File: src/rtl/clip_arbiter.sv
// Round-robin arbiter sharing one floating-point clip datapath between N requesters.
// Results leave through a single registered stage tagged with the requester index.

module fp_cmp #(
    parameter int    BITS      = 16,
    parameter string PRECISION = "HALF",
    parameter bit    GREATER   = 1'b1
) (
    input  logic [BITS-1:0] a_i,
    input  logic [BITS-1:0] b_i,
    output logic            res_o
);
    localparam int EXP_BITS = (PRECISION == "SINGLE")   ? 8  :
                              (PRECISION == "DOUBLE")   ? 11 :
                              (PRECISION == "BFLOAT16") ? 8  : 5;
    localparam int MAN_BITS = BITS - 1 - EXP_BITS;

    function automatic logic is_nan(input logic [BITS-1:0] x);
        return (&x[BITS-2 -: EXP_BITS]) && (|x[MAN_BITS-1:0]);
    endfunction

    // Maps sign-magnitude onto an unsigned total order; -0 folds onto +0.
    function automatic logic [BITS-1:0] order_key(input logic [BITS-1:0] x);
        logic [BITS-1:0] k;
        if (x[BITS-2:0] == '0) begin
            k = {1'b1, {(BITS-1){1'b0}}};
        end else if (x[BITS-1]) begin
            k = ~x;
        end else begin
            k = {1'b1, x[BITS-2:0]};
        end
        return k;
    endfunction

    logic [BITS-1:0] key_a_s;
    logic [BITS-1:0] key_b_s;
    logic            unordered_s;
    logic            ordered_res_s;

    assign key_a_s       = order_key(a_i);
    assign key_b_s       = order_key(b_i);
    assign unordered_s   = is_nan(a_i) | is_nan(b_i);
    assign ordered_res_s = GREATER ? (key_a_s > key_b_s) : (key_a_s < key_b_s);
    assign res_o         = unordered_s ? 1'b0 : ordered_res_s;
endmodule

module greater_than #(
    parameter int    BITS      = 16,
    parameter string PRECISION = "HALF"
) (
    input  logic [BITS-1:0] a_i,
    input  logic [BITS-1:0] b_i,
    output logic            gt_o
);
    fp_cmp #(.BITS(BITS), .PRECISION(PRECISION), .GREATER(1'b1)) u_cmp (
        .a_i   (a_i),
        .b_i   (b_i),
        .res_o (gt_o)
    );
endmodule

module less_than #(
    parameter int    BITS      = 16,
    parameter string PRECISION = "HALF"
) (
    input  logic [BITS-1:0] a_i,
    input  logic [BITS-1:0] b_i,
    output logic            lt_o
);
    fp_cmp #(.BITS(BITS), .PRECISION(PRECISION), .GREATER(1'b0)) u_cmp (
        .a_i   (a_i),
        .b_i   (b_i),
        .res_o (lt_o)
    );
endmodule

module clip #(
    parameter int    BITS      = 16,
    parameter string PRECISION = "HALF"
) (
    input  logic [BITS-1:0] a_i,
    input  logic [BITS-1:0] min_i,
    input  logic [BITS-1:0] max_i,
    output logic [BITS-1:0] res_o
);
    logic above_min_s;
    logic below_max_s;

    greater_than #(.BITS(BITS), .PRECISION(PRECISION)) u_greater_than (
        .a_i  (a_i),
        .b_i  (min_i),
        .gt_o (above_min_s)
    );

    less_than #(.BITS(BITS), .PRECISION(PRECISION)) u_less_than (
        .a_i  (a_i),
        .b_i  (max_i),
        .lt_o (below_max_s)
    );

    // NaN and a == min both fail the strict compare and fall through to min.
    always_comb begin
        if (above_min_s && below_max_s) begin
            res_o = a_i;
        end else if (above_min_s) begin
            res_o = max_i;
        end else begin
            res_o = min_i;
        end
    end
endmodule

module clip_arbiter #(
    parameter int              BITS      = 16,
    parameter string           PRECISION = "HALF",
    parameter int              N         = 4,
    parameter logic [BITS-1:0] MIN_INIT  = 16'hFC00,
    parameter logic [BITS-1:0] MAX_INIT  = 16'h7C00
) (
    input  logic                 clk,
    input  logic                 reset,
    input  logic                 cfg_we,
    input  logic [BITS-1:0]      cfg_min,
    input  logic [BITS-1:0]      cfg_max,
    input  logic [N-1:0]         req_valid,
    input  logic [N*BITS-1:0]    req_data,
    output logic [N-1:0]         req_ready,
    output logic                 out_valid,
    output logic [BITS-1:0]      out_data,
    output logic [$clog2(N)-1:0] out_id,
    input  logic                 out_ready
);
    localparam int ID_BITS = $clog2(N);

    logic [BITS-1:0]    min_q, min_d;
    logic [BITS-1:0]    max_q, max_d;
    logic [ID_BITS-1:0] last_q, last_d;
    logic               out_valid_q, out_valid_d;
    logic [BITS-1:0]    out_data_q, out_data_d;
    logic [ID_BITS-1:0] out_id_q, out_id_d;

    logic               free_s;
    logic               grant_any_s;
    logic               grant_s;
    logic [ID_BITS-1:0] grant_idx_s;
    logic [ID_BITS-1:0] cand_s;
    logic [BITS-1:0]    sel_data_s;
    logic [BITS-1:0]    clip_res_s;

    // Search starts just after the previous winner so every requester is reached within N grants.
    always_comb begin
        grant_any_s = 1'b0;
        grant_idx_s = '0;
        cand_s      = '0;
        for (int k = 1; k <= N; k++) begin
            cand_s = ID_BITS'((int'(last_q) + k) % N);
            if (!grant_any_s && req_valid[cand_s]) begin
                grant_any_s = 1'b1;
                grant_idx_s = cand_s;
            end else begin
                grant_any_s = grant_any_s;
                grant_idx_s = grant_idx_s;
            end
        end
    end

    assign free_s     = !out_valid_q || out_ready;
    assign grant_s    = free_s && grant_any_s;
    assign req_ready  = grant_s ? ({{(N-1){1'b0}}, 1'b1} << grant_idx_s) : {N{1'b0}};
    assign sel_data_s = req_data[int'(grant_idx_s)*BITS +: BITS];

    clip #(.BITS(BITS), .PRECISION(PRECISION)) u_clip (
        .a_i   (sel_data_s),
        .min_i (min_q),
        .max_i (max_q),
        .res_o (clip_res_s)
    );

    // Next state: the window update never affects the grant clipped in the same cycle.
    always_comb begin
        min_d       = min_q;
        max_d       = max_q;
        last_d      = last_q;
        out_valid_d = out_valid_q;
        out_data_d  = out_data_q;
        out_id_d    = out_id_q;
        if (cfg_we) begin
            min_d = cfg_min;
            max_d = cfg_max;
        end else begin
            min_d = min_q;
            max_d = max_q;
        end
        if (grant_s) begin
            out_valid_d = 1'b1;
            out_data_d  = clip_res_s;
            out_id_d    = grant_idx_s;
            last_d      = grant_idx_s;
        end else if (out_valid_q && out_ready) begin
            out_valid_d = 1'b0;
        end else begin
            out_valid_d = out_valid_q;
        end
    end

    // State registers with asynchronous reset discarding any held result.
    always_ff @(posedge clk or posedge reset) begin
        if (reset) begin
            min_q       <= MIN_INIT;
            max_q       <= MAX_INIT;
            last_q      <= ID_BITS'(N - 1);
            out_valid_q <= 1'b0;
            out_data_q  <= '0;
            out_id_q    <= '0;
        end else begin
            min_q       <= min_d;
            max_q       <= max_d;
            last_q      <= last_d;
            out_valid_q <= out_valid_d;
            out_data_q  <= out_data_d;
            out_id_q    <= out_id_d;
        end
    end

    assign out_valid = out_valid_q;
    assign out_data  = out_data_q;
    assign out_id    = out_id_q;
endmodule

File: config.mk
export PLATFORM = sky130hd
export DESIGN_NAME = clip_arbiter
export DESIGN_NICKNAME = d
export VERILOG_FILES = /design/src/rtl/clip_arbiter.sv
export SDC_FILE = /design/constraint.sdc
export NUM_CORES = 1
export LEC_CHECK = 0
export CAP_MARGIN = 20
export CELL_PAD_IN_SITES_DETAIL_PLACEMENT = 0
export CELL_PAD_IN_SITES_GLOBAL_PLACEMENT = 1
export CORE_MARGIN = 8
export CORE_UTILIZATION = 34
export DETAILED_ROUTE_END_ITERATION = 6
export GPL_ROUTABILITY_DRIVEN = 0
export PLACE_DENSITY_LB_ADDON = 0.1
export SYNTH_ARGS = -nofsm -noshare
export SYNTH_HDL_FRONTEND = slang
export SYNTH_SLANG_ARGS = --single-unit
File: constraint.sdc
create_clock -name clk -period 4.8 [get_ports clk]
set_input_delay 0.96 -clock clk [delete_from_list [all_inputs] [get_ports clk]]
set_output_delay 0.96 -clock clk [all_outputs]
set_load 0.005 [all_outputs]
# --- Word-level counts from Yosys, hierarchy flattened ---
# Cells that the tools add are included.
totals:
  regBits: 53
op_classes:
  n_bitwise: 5
  reduce_logical: 24
  n_shift: 2
  muxes: 29
  n_lt_le_gt_ge: 6
  addsub: 4
op_table:
  columns: ["operator", "count"]
  rows:
  - ["16-bit 2-to-1 mux", 8]
  - ["64-bit by 7-bit indexed part select with 16-bit output", 1]
  - ["16-bit inverter", 3]
  - ["15-bit zero test", 3]
  - ["10-bit OR reduction", 3]
  - ["16-bit > comparator", 1]
  - ["16-bit < comparator", 1]
  - ["5-bit AND reduction", 3]
  - ["2-bit by 3-bit < comparator with 1-bit output (second input constant)", 4]
  - ["1-bit 2-to-1 mux", 12]
  - ["1-bit logical AND", 9]
  - ["1-bit binary-select mux with 2-bit select", 4]
  - ["2-bit 2-to-1 mux", 4]
  - ["2-bit by 1-bit adder with 2-bit output (second input constant)", 2]
  - ["2-bit adder (second input constant)", 2]
  - ["1-bit zero test", 4]
  - ["4-bit 2-to-1 mux", 1]
  - ["1-bit by 2-bit << shifter with 4-bit output (first input constant)", 1]
  - ["1-bit bitwise OR", 2]
  - ["2-bit nonzero test", 1]
  - ["1-bit logical OR", 1]

# --- Logic depth before layout (Yosys ltp) ---
logic_depth:
  word_depth: 21
  ltp_mapped: 24
  depth_no_buf: 18

# --- By module ---
# Synthesis repeated with hierarchy kept, for this count alone.
hier_totals:
  cells_unflattened: 535
  area_unflattened_um2: 4778.3
by_module_without_submodules:
  columns: ["mod", "n_inst", "cells_per_inst", "area_each_um2"]
  rows:
  - ["clip_arbiter", 1, 231, 2670.1]
  - ["fp_cmp at u_clip.u_less_than.u_cmp", 1, 123, 882.1]
  - ["fp_cmp at u_clip.u_greater_than.u_cmp", 1, 128, 880.8]
  - ["clip", 1, 53, 345.3]

# --- Worst setup path before layout ---
# OpenSTA, ideal clock, no wires.
synth_timing:
  kind: "input -> register"
  start: "in req_valid[2]"
  end: "reg out_data_q[12] (netlist: out_data[12])"
  arrival_time_ps: 5668
  path_stages: 21
  setup_time_ps: 76
  required_time_ps: 4724
  slack_ps: -945
  path_buffers: 3
  path_cell_list: "or2_1 clkbuf_1 clkbuf_1 o311a_1 a2111oi_1 o22ai_1 or4_4 nor3_1 clkbuf_1 nor2_1 ha_1 a21o_1 a21o_1 a21oi_1 nor3_1 a2111oi_0 o21ai_0 or2_2 or2_2 o211a_1 o21ai_1"
synth_between:
  elab_chain_cells: 20
  elab_cells_between_ends: 40
  classes_between: "order compare (2); shift (1); mux (22); bitwise (3); reduce/logical (12)"
synth_lines:
  columns: ["item", "line_no", "rtl"]
  rows:
  - ["start, declared", "125", "input logic [N-1:0] req_valid,"]
  - ["branches (longest 20 deep; another with 1-bit binary-select mux with 2-bit select)", null, null]
  - ["end signal, assigned", "220", "out_data_q <= out_data_d;"]
  - ["end, declared", "139", "logic [BITS-1:0] out_data_q, out_data_d;"]
# Parallel ways; which one is timed is not known. The select of a mux whose other input is x is not followed.
# A chain may end at the register's enable or synchronous reset.

# --- Final worst setup path ---
layout_timing:
  start: "in req_valid[3]"
  end: "reg out_data_q[6] (netlist: out_data[6])"
# Same word-level chain as after synthesis.

==> impl_metrics.py <==
metrics = {
    "run_status": {
        "status": "complete, but fails checks",
        "violations": "setup timing",
    },
    "synthesis": {
        "synthMuxAreaShare_pct": 12.59,
        "synth_compound_area_share_pct": 24.95,
        "ys_async_sr_fraction_pct": 100.0,
        "yosysTopAreaCell": "dfrtp_1",
        "synthAdderAreaFrac_pct": 7.531,
        "mappedNetlistNets": 659,
        "synthXorXnorAreaFrac_pct": 9.452,
        "synth_warnings": 0,
        "synth_top_area_share_pct": 20.77,
        "synth_area_leaders": "dfrtp_1, mux2_2, ha_1, dfstp_2, xor2_1",
        "yosys-top-cells-count": "nand2_1, dfrtp_1, mux2_2, xor2_1",
        "ys.flop_type": "dfrtp_1",
        "synth_edf_count": 0,
        "ys_ff_latch": 53,
        "synth-seq-area-share_pct": 27.86,
        "synth-simple-area-share_pct": 13.09,
        "synth.distinct_cells": 58,
        "synth_area_um2": 4818,
        "syn_area_per_cell_um2": 9.160,
        "synth_top_family_by_area": "compound AO/OA/AOI/OAI gates",
        "synthCells": 526,
        "post-synth-top-count-cell": "nand2_1",
    },
    "floorplanning": {
        "die_area_um2": 18240,
        "core_area_um2": 13880,
        "ios": 127,
        "row_count": 43,
        "die_w_um": 135.0,
        "die_h_um": 135.0,
        "start_util_pct": 34.71,
    },
    "power_and_ir_drop": {
        "ir_drop_mv": 0.2328,
        "p_leak_uw": 0.003453,
        "power_density_nw_per_um2": 445.4,
    },
    "final_layout": {
        "num_antenna_cells": 0,
        "area_growth_pct": 66.35,
        "fillers": 1210,
        "multiInputGateArea_um2": 3855,
        "seq_area_um2": 1343,
        "nNetsFinal": 869,
        "final_cell_area_um2": 8015,
        "instances_no_fill": 917,
        "drive_above_1_share_pct": 35.28,
    },
    "clock_tree": {
        "cts_tree": "built",
        "path_clk_slew_ns": 0.07,
        "htree_num_levels": 2,
        "cts_buffers": 5,
        "cts_sinks": 53,
        "clock_latency_ns": 0.30,
        "clock_tree.root_cell": "clkbuf_16",
        "clock_path_buffers": 2,
    },
    "run": {
        "cap_violations": 0,
    },
    "worst_setup_path": {
        "required_ns": 4.99,
        "crit_fanout": 7,
        "reg2reg_depth": 23,
        "r2r_slack_ns": -0.36,
        "critPathKind": "input port to flip-flop",
        "r2r-end": "out_data[6]",
        "cp.arrival_ns": 5.46,
        "crit_path_end_kind": "flip-flop",
        "setup.worst_path.start_class": "input port",
        "reg2reg_from": "last_q[0]",
    },
    "sta": {
        "setup_ws_ns": -0.4716,
        "slew_violations": 0,
        "min_period_ns": 5.272,
        "hold_viol_final": 0,
        "maxSlewHeadroom_pct": 41.09,
        "finalCritPeriodShare_pct": 109.8,
        "tightest_slew_ns": 0.8726,
        "clock_skew_ns": 0.005458,
        "setup_viol": 16,
        "rsz0062_at_grt": "yes",
        "fmax_ghz": 0.1897,
    },
    "global_route": {
        "grt_overflow": 0,
        "grt_max_degree": 54,
        "antenna_found_initial": 0,
        "grt_pass1_wl_um": 29230,
        "grt_pass1_vias": 5375,
        "gr-usage-all-layers_pct": 20.37,
    },
    "drt": {
        "vias_per_cell": 5.564,
        "drc": 0,
        "via_count": 5102,
        "ant_nets": 0,
        "wl_per_cell_um": 20.44,
        "wl_um": 18750,
        "firstDrtPassIters": 5,
        "drt_iter0_drc": 236,
    },
    "placed_design": {
        "post-place-cells": 870,
        "placed_area_um2": 6954,
        "io_buffers": 126,
        "place_hpwl_um": 13900,
    },
    "min_path": {
        "hold_start": "out_data[15]",
        "holdPathEnd": "out_data[15]",
        "hp-class": "flip-flop to flip-flop",
        "holdPathStages": 2,
    },
}
## flip-flops by register name, indices dropped and copies added (netlist names)
signal,count
last_q,2
max_q,16
min_q,16
out_data,16
out_id,2
out_valid,1
## cell usage in the layout (no fill, tap or decap), types with 6 or more instances in the layout
| master | n |
|---|---|
| mux2i_1 | 17 |
| buf_12 | 12 |
| o211ai_1 | 9 |
| a221oi_2 | 7 |
| dfrtp_1 | 40 |
| nand4_1 | 7 |
| nand2_1 | 46 |
| ha_1 | 20 |
| o21a_1 | 11 |
| xnor2_1 | 20 |
| buf_6 | 9 |
| a21o_1 | 13 |
| o22ai_1 | 6 |
| xor2_1 | 32 |
| o21ai_2 | 7 |
| nor2_4 | 9 |
| o21ai_1 | 11 |
| inv_1 | 6 |
| clkdlybuf4s50_1 | 122 |
| nor2_1 | 15 |
| buf_4 | 93 |
| ha_4 | 9 |
| o211a_1 | 8 |
| a2111oi_4 | 8 |
| o311a_1 | 18 |
| or2_2 | 9 |
| o21ai_0 | 20 |
| a22o_1 | 8 |
| dfstp_2 | 13 |
| mux2_2 | 33 |
## repair_timing
item / 4_1_cts / 5_1_grt
hold buffers: 0 / 0
cloned: 6 / 0
buffers inserted: 26 / 9
gates resized for setup: 98 / 20
hold endpoints to repair: 0 / 0
setup endpoints to repair: 16 / 16
pin swaps: 61 / 19
## worst max path at each step
stage | slack [ns] | cells past startpoint | from | end
final | -0.47 | 23 | req_valid[3] | out_data[6]
after global routing | -0.61 | 23 | req_valid[0] | out_data[4]
after CTS | -0.46 | 25 | req_valid[3] | out_data[7]
after detailed placement | -1.19 | 20 | req_valid[3] | out_data[0]
after global placement | -1.13 | 22 | req_valid[0] | out_data[0]
after floorplan | -0.29 | 20 | req_valid[3] | out_data[12]
## routing by layer
layer	track usage (%)	vias to the layer above	routed length (µm)
met2	33.67	142	9016
met3	3.863	31	870
li1	-	2408	-
met1	26.34	2521	8459
met5	0	-	0
met4	5.922	0	400
## cells by family (layout without fill, tap and decap cells)
| family | Yosys count | after routing |
|---|---|---|
| buffers and inverters | 49 | 259 |
| AND/OR/NAND/NOR | 128 | 128 |
| multiplexers | 56 | 56 |
| adder cells (fa/ha/maj) | 29 | 29 |
| flip-flops | 53 | 53 |
| AO/OA/AOI/OAI | 159 | 160 |
| XOR/XNOR | 52 | 52 |
## report_power, final
| part | switching [µW] | total, µW | internal [µW] |
|---|---|---|---|
| registers | 105 | 665 | 560 |
| logic | 1160 | 2480 | 1320 |
| clock network | 176 | 425 | 249 |
| total | 1440 | 3570 | 2130 |
## metrics by stage
| step | utilization (%) | power, µW | setup TNS (ns) | worst slack [ns] | hold slack, ns |
|---|---|---|---|---|---|
| after detailed placement | 50.10 | 2621 | -18.02 | -1.194 | 0.4809 |
| after global placement | 50.10 | 2586 | -16.73 | -1.133 | 0.4693 |
| final | 57.74 | 3570 | -6.641 | -0.4716 | 0.5044 |
| after global routing | 57.74 | 3787 | -8.810 | -0.6063 | 0.5355 |
| after CTS | 57.00 | 3460 | -6.366 | -0.4582 | 0.5081 |
| after floorplan | - | 1808 | -4.428 | -0.2897 | 0.4711 |
## final cells by class
type                       count  area share, %
inverter                       7         0.3278
timing repair buffer         244          29.93
multi-input combinational    425          48.10
clock buffer                   6          1.608
tap                          180          2.810
clock inverter                 2         0.4839
sequential                    53          16.75
## worst max-delay path: stages
cell	delay, ns
buf_6	0.10
and3b_4	0.21
buf_6	0.14
o311a_4	0.36
a2111oi_4	0.28
o22ai_1	0.14
or4_4	0.57
nor3_4	0.21
buf_12	0.16
nor2_4	0.04
ha_4	0.27
a21o_1	0.10
a21o_1	0.12
a21oi_2	0.06
or3_1	0.30
o211ai_1	0.16
nor3_2	0.08
or2_4	0.26
a211oi_4	0.32
buf_12	0.16
buf_12	0.10
o211ai_1	0.13
a22o_1	0.21
(Power assumes the default switching activity.)
